$ cat config.mk
export PLATFORM = sky130hd
export DESIGN_NAME = vlc_bit_packer_flat
export DESIGN_NICKNAME = d
export VERILOG_FILES = /design/src/rtl/vlc_bit_packer_if.sv /design/src/rtl/vlc_bit_packer.sv /design/src/flat_wrapper.sv
export SDC_FILE = /design/constraint.sdc
export NUM_CORES = 1
export LEC_CHECK = 0
export CORE_ASPECT_RATIO = 0.6
export CORE_UTILIZATION = 58
export CTS_BUF_LIST = sky130_fd_sc_hd__clkbuf_4 sky130_fd_sc_hd__clkbuf_8
export CTS_CLUSTER_SIZE = 20
export DETAILED_ROUTE_END_ITERATION = 7
export MAX_ROUTING_LAYER = met4
export PLACE_DENSITY = 0.92
export SYNTH_ARGS = -nofsm -noshare
export SYNTH_HDL_FRONTEND = slang
export SYNTH_SLANG_ARGS = --single-unit
$ cat constraint.sdc
create_clock -name clock -period 5.01 [get_ports clock]
set_input_delay 1.002 -clock clock [delete_from_list [all_inputs] [get_ports clock]]
set_output_delay 1.002 -clock clock [all_outputs]
set_load 0.05 [all_outputs]
$ cat src/rtl/vlc_bit_packer_if.sv
// Code-in / word-out bus of the VLC bit packer.
// The master modport belongs to the code producer, the slave modport to the packer.
interface vlc_bit_packer_if #(
    parameter int CODE_WIDTH = 32,
    parameter int LEN_WIDTH  = 6
);
    logic                  in_valid;
    logic [CODE_WIDTH-1:0] in_code;
    logic [LEN_WIDTH-1:0]  in_len;
    logic                  flush;
    logic                  out_valid;
    logic [31:0]           out_word;
    logic                  out_last;
    logic [2:0]            out_nbytes;
    logic [31:0]           total_bits;
    logic                  done;
    logic                  err;

    modport master (
        output in_valid, in_code, in_len, flush,
        input  out_valid, out_word, out_last, out_nbytes, total_bits, done, err
    );

    modport slave (
        input  in_valid, in_code, in_len, flush,
        output out_valid, out_word, out_last, out_nbytes, total_bits, done, err
    );
endinterface

$ cat src/rtl/vlc_bit_packer.sv
// Packs MSB-first variable-length codes into 32-bit big-endian words.
// A flush closes the stream: the zero-padded residue is emitted as the last word
// with its byte count, then the packer parks in DONE until the next sync clear.
module vlc_bit_packer #(
    parameter int CODE_WIDTH = 32,
    parameter int LEN_WIDTH  = 6
) (
    input  logic                clock,
    input  logic                reset_n,
    input  logic                sync_reset_n,
    vlc_bit_packer_if.slave     bus
);
    typedef enum logic [1:0] {RUN, DRAIN, DONE} state_t;

    state_t      state_reg, state_next;
    // Valid bits sit left-aligned at bit 63; everything below them is kept zero.
    logic [63:0] acc_reg, acc_next;
    logic [5:0]  fill_reg, fill_next;
    logic [31:0] total_reg, total_next;
    logic        err_reg, err_next;
    logic        out_valid_reg, out_valid_next;
    logic [31:0] out_word_reg, out_word_next;
    logic        out_last_reg, out_last_next;
    logic [2:0]  out_nbytes_reg, out_nbytes_next;
    logic        done_reg, done_next;

    // Length clamping and placement of the incoming code directly below the fill.
    logic                  over_len;
    logic [LEN_WIDTH-1:0]  eff_len;
    logic [CODE_WIDTH-1:0] code_mask;
    logic [63:0]           code_ext;
    logic [6:0]            sum;
    logic [6:0]            shift;
    logic [63:0]           appended;

    assign over_len  = bus.in_len > LEN_WIDTH'(CODE_WIDTH);
    assign eff_len   = over_len ? LEN_WIDTH'(CODE_WIDTH) : bus.in_len;
    assign code_mask = (eff_len == LEN_WIDTH'(CODE_WIDTH)) ? '1
                     : ((CODE_WIDTH'(1) << eff_len) - CODE_WIDTH'(1));
    assign code_ext  = {{(64-CODE_WIDTH){1'b0}}, bus.in_code & code_mask};
    assign sum       = {1'b0, fill_reg} + 7'(eff_len);
    // fill <= 31 and len <= 32 keep sum <= 63, so the shift is always at least 1.
    assign shift     = 7'd64 - sum;
    assign appended  = acc_reg | (code_ext << shift);

    // State register.
    always_ff @(posedge clock or negedge reset_n) begin
        if (!reset_n) state_reg <= RUN;
        else          state_reg <= state_next;
    end

    // Next-state, accumulator update and output word selection.
    always_comb begin
        state_next      = state_reg;
        acc_next        = acc_reg;
        fill_next       = fill_reg;
        total_next      = total_reg;
        err_next        = err_reg;
        out_valid_next  = 1'b0;
        out_word_next   = out_word_reg;
        out_last_next   = 1'b0;
        out_nbytes_next = out_nbytes_reg;
        done_next       = 1'b0;

        case (state_reg)
            RUN: begin
                if (bus.in_valid) begin
                    total_next = total_reg + 32'(eff_len);
                    if (over_len) err_next = 1'b1;
                    if (sum >= 7'd32) begin
                        out_valid_next  = 1'b1;
                        out_word_next   = appended[63:32];
                        out_nbytes_next = 3'd4;
                        acc_next        = appended << 32;
                        fill_next       = 6'(sum - 7'd32);
                    end else begin
                        acc_next  = appended;
                        fill_next = sum[5:0];
                    end
                end
                // Flush sees the fill after this cycle's code has been appended.
                if (bus.flush) begin
                    if (fill_next != 6'd0) begin
                        state_next = DRAIN;
                    end else begin
                        state_next    = DONE;
                        done_next     = 1'b1;
                        out_last_next = out_valid_next;
                    end
                end
            end
            DRAIN: begin
                out_valid_next  = 1'b1;
                out_last_next   = 1'b1;
                out_word_next   = acc_reg[63:32];
                out_nbytes_next = 3'(({1'b0, fill_reg} + 7'd7) >> 3);
                acc_next        = '0;
                fill_next       = '0;
                done_next       = 1'b1;
                state_next      = DONE;
                if (bus.in_valid) err_next = 1'b1;
            end
            DONE: begin
                if (bus.in_valid || bus.flush) err_next = 1'b1;
            end
            default: state_next = RUN;
        endcase

        // Per-component restart overrides everything, including a pending drain.
        if (!sync_reset_n) begin
            state_next      = RUN;
            acc_next        = '0;
            fill_next       = '0;
            total_next      = '0;
            err_next        = 1'b0;
            out_valid_next  = 1'b0;
            out_word_next   = '0;
            out_last_next   = 1'b0;
            out_nbytes_next = '0;
            done_next       = 1'b0;
        end
    end

    // Datapath and output registers.
    always_ff @(posedge clock or negedge reset_n) begin
        if (!reset_n) begin
            acc_reg        <= '0;
            fill_reg       <= '0;
            total_reg      <= '0;
            err_reg        <= 1'b0;
            out_valid_reg  <= 1'b0;
            out_word_reg   <= '0;
            out_last_reg   <= 1'b0;
            out_nbytes_reg <= '0;
            done_reg       <= 1'b0;
        end else begin
            acc_reg        <= acc_next;
            fill_reg       <= fill_next;
            total_reg      <= total_next;
            err_reg        <= err_next;
            out_valid_reg  <= out_valid_next;
            out_word_reg   <= out_word_next;
            out_last_reg   <= out_last_next;
            out_nbytes_reg <= out_nbytes_next;
            done_reg       <= done_next;
        end
    end

    assign bus.out_valid  = out_valid_reg;
    assign bus.out_word   = out_word_reg;
    assign bus.out_last   = out_last_reg;
    assign bus.out_nbytes = out_nbytes_reg;
    assign bus.total_bits = total_reg;
    assign bus.done       = done_reg;
    assign bus.err        = err_reg;
endmodule

$ cat src/flat_wrapper.sv
// flat-port wrapper written by rule: the top's interface ports become plain ports
module vlc_bit_packer_flat 
#(
    parameter int CODE_WIDTH = 32,
    parameter int LEN_WIDTH  = 6
)
  (clock, reset_n, sync_reset_n, bus_in_valid, bus_in_code, bus_in_len, bus_flush, bus_out_valid, bus_out_word, bus_out_last, bus_out_nbytes, bus_total_bits, bus_done, bus_err);
  vlc_bit_packer_if #(.CODE_WIDTH(CODE_WIDTH), .LEN_WIDTH(LEN_WIDTH)) bus_i ();
  input  logic clock;
  input  logic reset_n;
  input  logic sync_reset_n;
  input wire logic [$bits(bus_i.in_valid)-1:0] bus_in_valid;
  input wire logic [$bits(bus_i.in_code)-1:0] bus_in_code;
  input wire logic [$bits(bus_i.in_len)-1:0] bus_in_len;
  input wire logic [$bits(bus_i.flush)-1:0] bus_flush;
  output wire logic [$bits(bus_i.out_valid)-1:0] bus_out_valid;
  output wire logic [$bits(bus_i.out_word)-1:0] bus_out_word;
  output wire logic [$bits(bus_i.out_last)-1:0] bus_out_last;
  output wire logic [$bits(bus_i.out_nbytes)-1:0] bus_out_nbytes;
  output wire logic [$bits(bus_i.total_bits)-1:0] bus_total_bits;
  output wire logic [$bits(bus_i.done)-1:0] bus_done;
  output wire logic [$bits(bus_i.err)-1:0] bus_err;
  assign bus_i.in_valid = bus_in_valid;
  assign bus_i.in_code = bus_in_code;
  assign bus_i.in_len = bus_in_len;
  assign bus_i.flush = bus_flush;
  assign bus_out_valid = bus_i.out_valid;
  assign bus_out_word = bus_i.out_word;
  assign bus_out_last = bus_i.out_last;
  assign bus_out_nbytes = bus_i.out_nbytes;
  assign bus_total_bits = bus_i.total_bits;
  assign bus_done = bus_i.done;
  assign bus_err = bus_i.err;
  vlc_bit_packer #(.CODE_WIDTH(CODE_WIDTH), .LEN_WIDTH(LEN_WIDTH)) u_core (.clock(clock), .reset_n(reset_n), .sync_reset_n(sync_reset_n), .bus(bus_i));
endmodule
Word level (Yosys, flattened, before mapping)
Cells that the tools add are included.
Widths: inputs -> output; s select.
{"block": "totals", "reg_bits": 143, "word_cells": 88, "in_bits": 43, "out_inout_bits": 71}
{"block": "classes", "bitwise_logic": 2, "eq_ne": 14, "addsub": 6, "reduce_logical": 8, "n_shift": 2, "mux": 44, "order_cmp": 2}
{"operator": "$mux 32", "count": 7}
{"operator": "$mux 64", "count": 3}
{"operator": "$pmux 64 s2", "count": 1}
{"operator": "$or 64x64->64", "count": 1}
{"operator": "$pmux 32 s2", "count": 1}
{"operator": "$shl 32x7->64", "count": 1}
{"operator": "$add 32x6->32", "count": 1}
{"operator": "$and 32x32->32", "count": 1}
{"operator": "$shl 1x6->32 const A", "count": 1}
{"operator": "$sub 32x1->32 const B", "count": 1}
{"operator": "$mux 6", "count": 5}
{"operator": "$mux 1", "count": 14}
{"operator": "$pmux 6 s2", "count": 1}
{"operator": "$mux 3", "count": 3}
{"operator": "$ne 3x2->1 const B", "count": 3}
{"operator": "$ne 3x3->1 const B", "count": 3}
{"operator": "$add 6x6->7", "count": 1}
{"operator": "$ge 7x6->1 const B", "count": 1}
{"operator": "$sub 7x7->7 const A", "count": 1}
{"operator": "$add 6x3->6 const B", "count": 1}
{"operator": "$eq 6x6->1 const B", "count": 1}
{"operator": "$gt 6x6->1 const B", "count": 1}
{"operator": "$mux 2", "count": 3}
{"operator": "$pmux 1 s2", "count": 3}
{"operator": "16 further kinds", "count": 19}

Logic depth before layout (Yosys ltp)
{"block": "depth", "ltp_word": 12, "ltp_mapped": 19}

Worst setup path before layout
No wires, ideal clock.
{"block": "synth_timing", "path_type": "in2reg", "startpoint": "in bus_in_len[5]", "endpoint": "reg u_core.acc_reg[41]", "arrival_ns": 4.894, "path_stages": 17, "path_buffers": 5, "path_slack_ns": -0.009, "required_time_ns": 4.884, "cell_sequence": "buf_2 > buf_2 > buf_1 > nor2b_1 > ha_1 > fa_1 > inv_1 > ha_1 > xnor3_1 > clkbuf_1 > clkbuf_1 > o311ai_0 > o221ai_1 > o21ai_0 > o22a_1 > o22ai_1 > a221o_1"}
{"block": "synth_via", "elab_chain_len": 12, "word_cells_on_any_way": 16}
{"element": "from (decl)", "line_no": "flat_wrapper.sv:14", "text": "input wire logic [$bits(bus_i.in_len)-1:0] bus_in_len;"}
{"element": "$gt 6x6->1", "line_no": "vlc_bit_packer.sv:36", "text": "assign over_len = bus.in_len > LEN_WIDTH'(CODE_WIDTH);"}
{"element": "$mux 6 (*)", "line_no": "vlc_bit_packer.sv:37", "text": "assign eff_len = over_len ? LEN_WIDTH'(CODE_WIDTH) : bus.in_len;"}
{"element": "$shl 1x6->32", "line_no": "vlc_bit_packer.sv:39", "text": ": ((CODE_WIDTH'(1) << eff_len) - CODE_WIDTH'(1));"}
{"element": "$sub 32x1->32", "line_no": "vlc_bit_packer.sv:39"}
{"element": "$mux 32", "line_no": "vlc_bit_packer.sv:38", "text": "assign code_mask = (eff_len == LEN_WIDTH'(CODE_WIDTH)) ? '1"}
{"element": "$and 32x32->32", "line_no": "vlc_bit_packer.sv:40", "text": "assign code_ext = {{(64-CODE_WIDTH){1'b0}}, bus.in_code & code_mask};"}
{"element": "$shl 32x7->64", "line_no": "vlc_bit_packer.sv:44", "text": "assign appended = acc_reg | (code_ext << shift);"}
{"element": "$or 64x64->64", "line_no": "vlc_bit_packer.sv:44"}
{"element": "$mux 64 (*)", "line_no": "vlc_bit_packer.sv:70", "text": "if (sum >= 7'd32) begin"}
{"element": "$mux 64 (*)", "line_no": "vlc_bit_packer.sv:67", "text": "if (bus.in_valid) begin"}
{"element": "$pmux 64 s2 (*)", "line_no": "vlc_bit_packer.sv:65", "text": "case (state_reg)"}
{"element": "$mux 64 (*)", "line_no": "vlc_bit_packer.sv:110", "text": "if (!sync_reset_n) begin"}
{"element": "to (signal assigned)", "line_no": "vlc_bit_packer.sv:137", "text": "acc_reg <= acc_next;"}
{"element": "to (decl)", "line_no": "vlc_bit_packer.sv:17", "text": "logic [63:0] acc_reg, acc_next;"}
Mark *: on every way between the ends. The rest lies on a longest branch, timed or not. The select of a mux whose other input is x is not followed.
A chain may end at the register's enable or synchronous reset.

Worst setup path in the final report
{"block": "layout_timing", "startpoint": "in bus_in_len[2]", "endpoint": "reg u_core.acc_reg[35]"}
The elaborated chain is that of the path after synthesis.

==> results.md <==
## GRT
* pin count of the biggest net entering global routing: 80
* total congestion overflow after global routing: 0
* via count of the first global-routing pass: 12,082
* All-Layer GR Usage: 42.9%
* number of antenna violations at the first check in global routing: 0
* first-pass GRT wire length: 64,700 um

## Clocking
* number of H-tree levels: 4
* # clock sinks: 143
* clock tree from TritonCTS: done
* Max clock buf depth: 2
* Inserted Clock Buffers: 17
* CTS root buffer: clkbuf_8
* worst-skew pair later-pin latency: 0.47 ns
* clk slew on worst S/H paths: 0.08 ns
* number of buffers inserted by hold repair at cts: 0

## Layout
* ratio of cells with drive above 1 in the final layout: 16.0%
* combined area of the multi-input logic cells: 0.00722 mm2
* Layout Cell Area excl Fill: 0.0140 mm2
* area used by sequential logic in the layout: 0.00358 mm2
* antenna diode instance count: 0
* signed area change from the synthesized netlist to the final layout: 23.5%
* number of nets in the final layout: 1,639
* number of inserted filler cells in the final layout: 1,297
* number of flip-flops under the largest register name: 64

## Synth
* nets in the synthesized netlist: 1,462
* number of enable-type register cells in the synthesized netlist: 0
* largest cells by area after synthesis: dfrtp_1 (32%), nand2_1 (5.6%), a21oi_1 (4.5%)
* area of the mapped netlist: 0.0113 mm2
* predominant post-synthesis flop cell: dfrtp_1
* Synth cell types: 99
* sequential share of the synthesized area: 31.7%
* register bit total from synthesis: 143
* Yosys top cell by area: dfrtp_1
* share of flip-flops with an asynchronous set or reset: 100%
* ranking of synthesized cells by instance count: nand2_1 (169), dfrtp_1 (143), nor2_1 (107)
* Avg Inst Size Synth: 8.07 um2
* number of warnings printed during yosys synthesis: 0
* most frequent cell after synthesis: nand2_1
* number of instances in the synthesized netlist: 1,400
* area share of the largest cell type after synthesis: 31.7%

## Power and ir drop
* Leak: 0.00596 uW
* largest vdd supply drop: 367 uV
* total power per unit cell area: 581 mW/mm2

## Placement
* post-detailed-placement cell area: 0.0135 mm2
* Routability Congestion: 1.20
* Placement Setup Slack: -0.270 ns
* Port Buffer Count: 113
* half-perimeter wire length after detailed placement: 30,500 um

## Timing
* actual slew at the worst max-slew pin: 0.825 ns
* total count of hold-check failures in the final report: 0
* count of final max-slew check failures: 0
* Final min period: 4.90 ns
* final setup violation count: 0
* final worst-path cycle share: 97.8%
* peak clock frequency supported by timing: 0.204 GHz
* RSZ-0062 raised after global routing: false
* Worst Setup Slack, final: 0.109 ns
* clk_skew: 0.0136 ns
* Worst slew margin: 44.3%

## Detailed routing
* Vias: 13,205
* via-per-instance ratio: 7.20
* remaining number of nets flagged by the antenna check after routing: 0
* Routed WL: 41,600 um
* number of DRC violations after detailed routing: 90
* Iter 0 DRT Violations: 2,764
* number of optimization iterations in the first detailed-route pass: 8
* Routed WL per cell: 22.7 um

## Worst setup path
* startpoint type of the worst setup path: input pin
* critical path peak fanout: 17
* Worst Path Arrival: 5.23 ns
* timing endpoint of the critical path: u_core.acc_reg[35]
* startpoint of the lowest-slack register-to-register path: u_core.fill_reg[0]
* capturing element type of the critical path: flip-flop
* worst reg2reg endpoint: u_core.bus.out_word[2]
* Worst R2R Path Depth: 12
* required time at the worst-slack endpoint: 5.34 ns
* slack of the worst reg-to-reg path: 0.91 ns
* category of the most critical setup path: in2reg
* launching instance or port of the critical path: bus_in_len[2]

## Floorplanning
* DIE HEIGHT: 110 um
* number of cell rows: 39
* area of the die: 0.0201 mm2
* ports placed on the boundary: 114
* initial standard-cell utilization of the core: 59.4%
* DIE WIDTH: 182 um
* core area: 0.0190 mm2

## Min path
* path type of the worst min-delay path: reg2reg
* origin of the worst min-delay path: u_core.acc_reg[44]

## Outcome
* violated checks: DRC
* result of the run: finished, violations left

## Flow run
* count of max-cap constraint violations: 0

==> metal layers <==
metal,GRT usage [%],vias to the layer above,part of all wire [%]
li1,-,5587,-
met1,56.1,6132,39
met2,61.3,1234,41
met3,16.7,252,17
met4,12.7,0,3.7
met5,-,-,0
==> area by class of cell <==
type / count / area share, %
clock buffer: 18 / 1.77
clock inverter: 13 / 1.28
inverter: 19 / 0.511
multi-input combinational: 1133 / 51.7
sequential: 143 / 25.6
tap: 246 / 2.21
timing repair buffer: 263 / 16.9
==> layout by cell type (no fill, tap or decap), types with 11 or more instances in the layout <==
| cell type | Yosys | layout |
|---|---|---|
| a21oi_1 | 101 | 100 |
| a22oi_1 | 22 | 22 |
| inv_1 | 19 | 19 |
| ha_1 | 17 | 16 |
| mux2i_1 | 18 | 18 |
| or3_1 | 15 | 15 |
| and3_1 | 17 | 17 |
| nor2b_1 | 18 | 18 |
| nand4_1 | 14 | 14 |
| o22ai_1 | 13 | 13 |
| clkbuf_8 | 0 | 18 |
| and2_1 | 49 | 49 |
| nand2b_1 | 17 | 17 |
| a211oi_1 | 19 | 19 |
| o21ai_0 | 97 | 93 |
| nand2_1 | 169 | 169 |
| a21o_1 | 16 | 16 |
| dfrtp_1 | 143 | 143 |
| a31oi_1 | 18 | 18 |
| nor2_1 | 107 | 105 |
| clkdlybuf4s50_1 | 0 | 110 |
| buf_4 | 1 | 141 |
| or2_2 | 11 | 11 |
| xnor2_1 | 29 | 29 |
| o211ai_1 | 26 | 26 |
| o221ai_1 | 13 | 13 |
| nand3_1 | 58 | 58 |
| nor3_1 | 32 | 32 |
==> kinds of logic after synthesis <==
| group | synth area share, % |
|---|---|
| compound gates | 29.6 |
| xor+xnor | 3.50 |
| fa+ha+maj | 2.24 |
| buf+inv | 4.58 |
| flops | 31.7 |
| mux | 3.92 |
| simple gates | 24.5 |
==> power by group <==
group          switching [uW]  total (uW)  internal [uW]  leakage (uW)
registers                 150        1510           1360       0.00197
logic                    3480        5580           2090       0.00378
clock network             505        1020            515      0.000206
==> metrics by stage <==
stage | cells | util [%] | hold slack [ns] | TNS [ns] | power (uW)
6_report | 1835 | 73.3 | 0.491 | 0 | 8100
5_1_grt | 1835 | 73.3 | 0.507 | 0 | 8350
4_1_cts | 1835 | 73.3 | 0.494 | 0 | 7760
3_5_place_dp | 1804 | 71.1 | 0.473 | -3.24 | 6710
3_3_place_gp | 1804 | 71.1 | 0.462 | -0.559 | 6580
2_1_floorplan | 1400 | - | 0.448 | 0 | 4570
==> worst min path at each step <==
stage	cells past startpoint	slack, ns	end
after global placement	2	0.46	u_core.acc_reg[31]
after global routing	1	0.51	u_core.acc_reg[4]
after floorplan	1	0.45	u_core.acc_reg[12]
final	2	0.49	u_core.acc_reg[44]
after detailed placement	2	0.47	u_core.acc_reg[44]
after CTS	2	0.49	u_core.bus.out_nbytes[1]
==> worst max-delay path: stages <==
cell and delay [ns]:
clkdlybuf4s50_1 0.43, or4_1 0.56, or3b_2 0.47, ha_1 0.23, buf_4 0.21, inv_1 0.19
buf_4 0.18, a211oi_1 0.05, a211oi_1 0.47, buf_4 0.25, mux2i_1 0.16, a2bb2oi_1 0.39
o22ai_1 0.15, nor3_1 0.33, o211ai_1 0.15
==> what timing repair did <==
action / in CTS / in global routing
setup endpoints to repair: 0 / 11
setup buffers: 0 / 0
gates resized for setup: 0 / 7
Note: power is estimated with default switching activity, not from simulation.
==> variant 1: new RTL, same flow settings <==
Reset style: synchronous (`reset_n`), changed in 2 clocked blocks.
--- a/src/rtl/vlc_bit_packer.sv
+++ b/src/rtl/vlc_bit_packer.sv
@@ -46,3 +46,3 @@
     // State register.
-    always_ff @(posedge clock or negedge reset_n) begin
+    always_ff @(posedge clock) begin
         if (!reset_n) state_reg <= RUN;
@@ -124,3 +124,3 @@
     // Datapath and output registers.
-    always_ff @(posedge clock or negedge reset_n) begin
+    always_ff @(posedge clock) begin
         if (!reset_n) begin
Formal check against the unedited RTL: not equivalent (Yosys sat finds a counterexample within 4 cycles, from zero or initial values and one cycle with reset_n low; the reset may be asserted at any time).
==> variant 1 against the unedited design <==
The run still ends with design-rule violations left; utilization up 1.7 points; critical path depth down 2; clock skew up 0.0075 ns; fmax up 1.8%; sequential cell count unchanged; setup slack better by 0.089 ns; wire length down 3.9%; design area down 2.6%; synthesized cell count up 1.5%; synthesized area down 4.7%; final cell count up 1.6%; critical path type unchanged; highest routed layer unchanged.
Power is not compared: it rests on default switching activity, and its combinational part moved more than twofold at a synthesized area within 25%.
==> variant 1: results (changes against the unedited design) <==
stage	metric	value	unit	change
run_status	status	finished with violations		
run_status	failing checks	design-rule violations		
logic_synthesis	post-synthesis sequential area ratio	0.266		-0.0509
worst_setup_path	crit-path max FO	22		+5
sta	relative slew slack	0.390		-0.0536
placed_design	Post-DP Area	13200	sq um	-2.3%
grt	M2 GR Usage	0.607		-0.00575
final_layout	# nets final	1670		+1.9%
sta	skew final	0.0212	ns	+0.00753 ns
placed_design	Place WS	-0.0733	ns	+0.196 ns
sta	Hold Slack	0.457	ns	-0.0335 ns
logic_synthesis	Compound-Gate Fraction of Synth Area	0.323		+0.0265
logic_synthesis	multiplexer share of the synthesized area	0.0711		+0.0319
final_layout	fill count	1312		+1.2%
worst_setup_path	Critical Path Source	bus_in_len[3]		
pwr	Leakage	5.23	nW	
logic_synthesis	Post-Synth Adder-Cell Area	0.0200		-0.00239
logic_synthesis	Async S/R FF share, synth	0		-1.00
grt	Total GRT Usage	0.429		+0.000500
hold_path	Hold Crit Start	u_core.bus.err$_SDFFE_PN0P_		
logic_synthesis	syn_nets	1480		+1.2%
worst_setup_path	worst r2r dst	u_core.bus.out_word[6]$_SDFFE_PN0P_		
final_layout	share of cells above drive strength 1	0.165		+0.00455
worst_setup_path	r2r setup slk	1.15	ns	+0.24 ns
clock_tree	TritonCTS Buffers	17		unchanged
hold_path	Hold Path Stages	2		unchanged
grt	first-pass GRT wire length	63.1	mm	-2.5%
worst_setup_path	RR Startpoint	u_core.fill_reg[0]$_SDFFE_PN0P_		
worst_setup_path	CP endpoint	u_core.bus.out_word[3]$_SDFFE_PN0P_		
routing	DRC	67		-26%
worst_setup_path	reg2reg path depth	14		+2
routing	Routed Wire Length	40.0	mm	-3.9%
placed_design	GP Congestion	1.19		-0.50%
grt	M3 GR Usage	0.172		+0.00508
routing	Via Count	13258		+0.40%
logic_synthesis	Synth area leaders	dfxtp_1, nor2_1, a21oi_1		
hold_path	worst hold endpoint	u_core.bus.err$_SDFFE_PN0P_		
logic_synthesis	top cells by count, synth	nor2_1, dfxtp_1, a21oi_1, nand2_1, o21ai_0		
final_layout	final non-filler cell total	1864		+1.6%
grt	met1 GRT Util	0.555		-0.00605
logic_synthesis	Syn Inst Count	1421		+1.5%
logic_synthesis	XOR/XNOR share of the synthesized area	0.0360		+0.00102
logic_synthesis	Post-synth top flop	dfxtp_1		
grt	pin count of the biggest net entering global routing	48		-40%
logic_synthesis	synth unique cells	88		-11%
grt	vias in the first global route	12147		+0.54%
sta	final worst slack	0.198	ns	+0.0888 ns
worst_setup_path	Worst path max stage delay	0.57	ns	
placed_design	dpl cells	1832		+1.6%
routing	DRT iter0 DRCs	2330		-16%
placed_design	Detail Placement HPWL	29.7	mm	-2.4%
==> variant 1: cells by family after synthesis <==
kind of cell	count (synthesis)
adders and majority gates	16
muxes	61
AOI/OAI and AO/OA	505
xor gates and xnor gates	41
buffers and inverters	144
and+or+nand+nor	511
DFF	143
==> variant 1: routing by layer <==
metal | up-vias | part of all wire
met4 | 0 | 0.039
met5 | - | 0
li1 | 5773 | -
met2 | 1196 | 0.40
met1 | 6042 | 0.39
met3 | 247 | 0.17
==> variant 1: worst max-delay path: cells and delay by family <==
family,cells,cell delay (ns)
AOI/OAI and AO/OA,4,1.20
and+or+nand+nor,4,1.08
muxes,2,0.90
buffers and inverters,2,0.66
adders and majority gates,1,0.28
==> variant 1: final cells by class <==
class / count / area, sq um / area share
multi-input cells: 1134 / 7410 / 0.545
flip-flops and latches: 143 / 2860 / 0.211
repair buffers: 285 / 2520 / 0.185
well taps: 240 / 300 / 0.0221
clock buffers: 19 / 249 / 0.0183
clock inverters: 13 / 140 / 0.0103
inverters: 30 / 113 / 0.00828
==> variant 1: power by group through the flow <==
| stage | registers [mW] | clock network [mW] | logic, mW |
|---|---|---|---|
| finish | 1.19 | 0.931 | 1.97 |
| global route | 1.20 | 0.984 | 2.04 |
| CTS | 1.19 | 0.929 | 1.86 |
| detailed placement | 1.22 | 0 | 1.84 |
| global placement | 1.22 | 0 | 1.80 |
| floorplan | 1.27 | 0 | 1.02 |
==> variant 2: new RTL, same flow settings <==
Made on the original files. `CODE_WIDTH` is set to 32 in 3 places; all go to 64.
--- a/src/rtl/vlc_bit_packer_if.sv
+++ b/src/rtl/vlc_bit_packer_if.sv
@@ -3,3 +3,3 @@
 interface vlc_bit_packer_if #(
-    parameter int CODE_WIDTH = 32,
+    parameter int CODE_WIDTH = 64,
     parameter int LEN_WIDTH  = 6
--- a/src/rtl/vlc_bit_packer.sv
+++ b/src/rtl/vlc_bit_packer.sv
@@ -4,3 +4,3 @@
 module vlc_bit_packer #(
-    parameter int CODE_WIDTH = 32,
+    parameter int CODE_WIDTH = 64,
     parameter int LEN_WIDTH  = 6
--- a/src/flat_wrapper.sv
+++ b/src/flat_wrapper.sv
@@ -3,3 +3,3 @@
 #(
-    parameter int CODE_WIDTH = 32,
+    parameter int CODE_WIDTH = 64,
     parameter int LEN_WIDTH  = 6
Interface: changed (resized bus_in_code); port bits go from 114 to 146. No check against the original RTL was run, so the function may have changed too.
==> variant 2 against the unedited design <==
Wire length is 9.7% lower; sequential cell count stayed put; critical path depth down 3; total power rose by 25%; first-iteration DRC count fell by 45%; design area down 4.0%; sequential share of layout area up 1.1 points; die area shrank 0.83%; setup slack better by 0.46 ns; synthesized area decreased by 0.84%; fmax increased by 10%; synthesized cell count fell by 16%; largest cell class unchanged.
==> variant 2: results (changes against the unedited design) <==
stage	metric	value	unit	change
run_status	status	complete, no violations		
grt	pin count of the biggest net entering global routing	67		-16%
logic_synthesis	multiplexer share of the synthesized area	0.277		+0.238
placed_design	Place WS	0.768	ns	+1.04 ns
pwr	Sw Ratio	0.525		+0.0139
grt	vias in the first global route	9969		-17%
worst_setup_path	CP max-delay cell	ha_2		
placed_design	port bufs	145		+28%
logic_synthesis	Synth area leaders	dfrtp_1, mux2i_1, mux4_2		
worst_setup_path	Crit Path Class	reg2reg		
final_layout	fill count	1283		-1.1%
sta	Final Cycle Share	0.886		-0.0923
placed_design	Post-DP Area	12900	sq um	-4.8%
worst_setup_path	Top delay family on crit path	multiplexers		
logic_synthesis	Syn Inst Count	1175		-16%
logic_synthesis	XOR/XNOR share of the synthesized area	0.0390		+0.00398
routing	DR vias/cell	6.90		-4.1%
grt	first-pass GRT wire length	57.7	mm	-11%
placed_design	Detail Placement HPWL	26.8	mm	-12%
routing	wl on met1	15.8	mm	-1.9%
routing	DR WL/cell	24.4	um	+7.3%
logic_synthesis	Compound-Gate Fraction of Synth Area	0.157		-0.139
routing	DR pass1 iterations	6		-2
grt	M3 GR Usage	0.113		-0.0539
routing	DRC	0		-100%
routing	met3 WL	4.97	mm	-28%
grt	Total GRT Usage	0.397		-0.0320
worst_setup_path	CP endpoint	u_core.acc_reg[61]$_DFFE_PN0P_		
worst_setup_path	r2r setup slk	0.57	ns	-0.34 ns
pwr	Leakage	5.74	nW	-3.7%
final_layout	# nets final	1381		-16%
routing	DRT iter0 DRCs	1533		-45%
placed_design	dpl cells	1511		-16%
hold_path	Hold Path Stages	1		-1
grt	M2 GR Usage	0.564		-0.0487
sta	skew final	0.0157	ns	+0.00211 ns
routing	Routed Wire Length	37.6	mm	-9.7%
worst_setup_path	Worst path max stage delay	1.05	ns	+0.49 ns
routing	metal2 WL	16.1	mm	-6.0%
==> variant 2: logic make-up (layout without fill, tap and decap cells) <==
logic type,count (synthesis),in the layout
other,1,11
DFF,143,143
adders and majority gates,16,16
xor gates and xnor gates,37,37
AOI/OAI and AO/OA,285,285
buffers and inverters,102,221
and+or+nand+nor,355,355
muxes,236,236
==> variant 2: area by class of cell <==
class,instances,share of cell area
diodes,1,0.000187
clock inverters,12,0.0190
flip-flops and latches,143,0.267
repair buffers,176,0.127
well taps,240,0.0224
multi-input cells,939,0.541
inverters,13,0.00364
clock buffers,20,0.0201
==> variant 2: power groups by stage <==
stage / registers (mW) / logic, mW / clock network, mW
2_1_floorplan: 2.10 / 4.44 / 0
3_3_place_gp: 1.61 / 6.87 / 0
3_5_place_dp: 1.62 / 6.96 / 0
4_1_cts: 1.61 / 7.01 / 1.20
5_1_grt: 1.64 / 7.64 / 1.25
6_report: 1.62 / 7.34 / 1.20
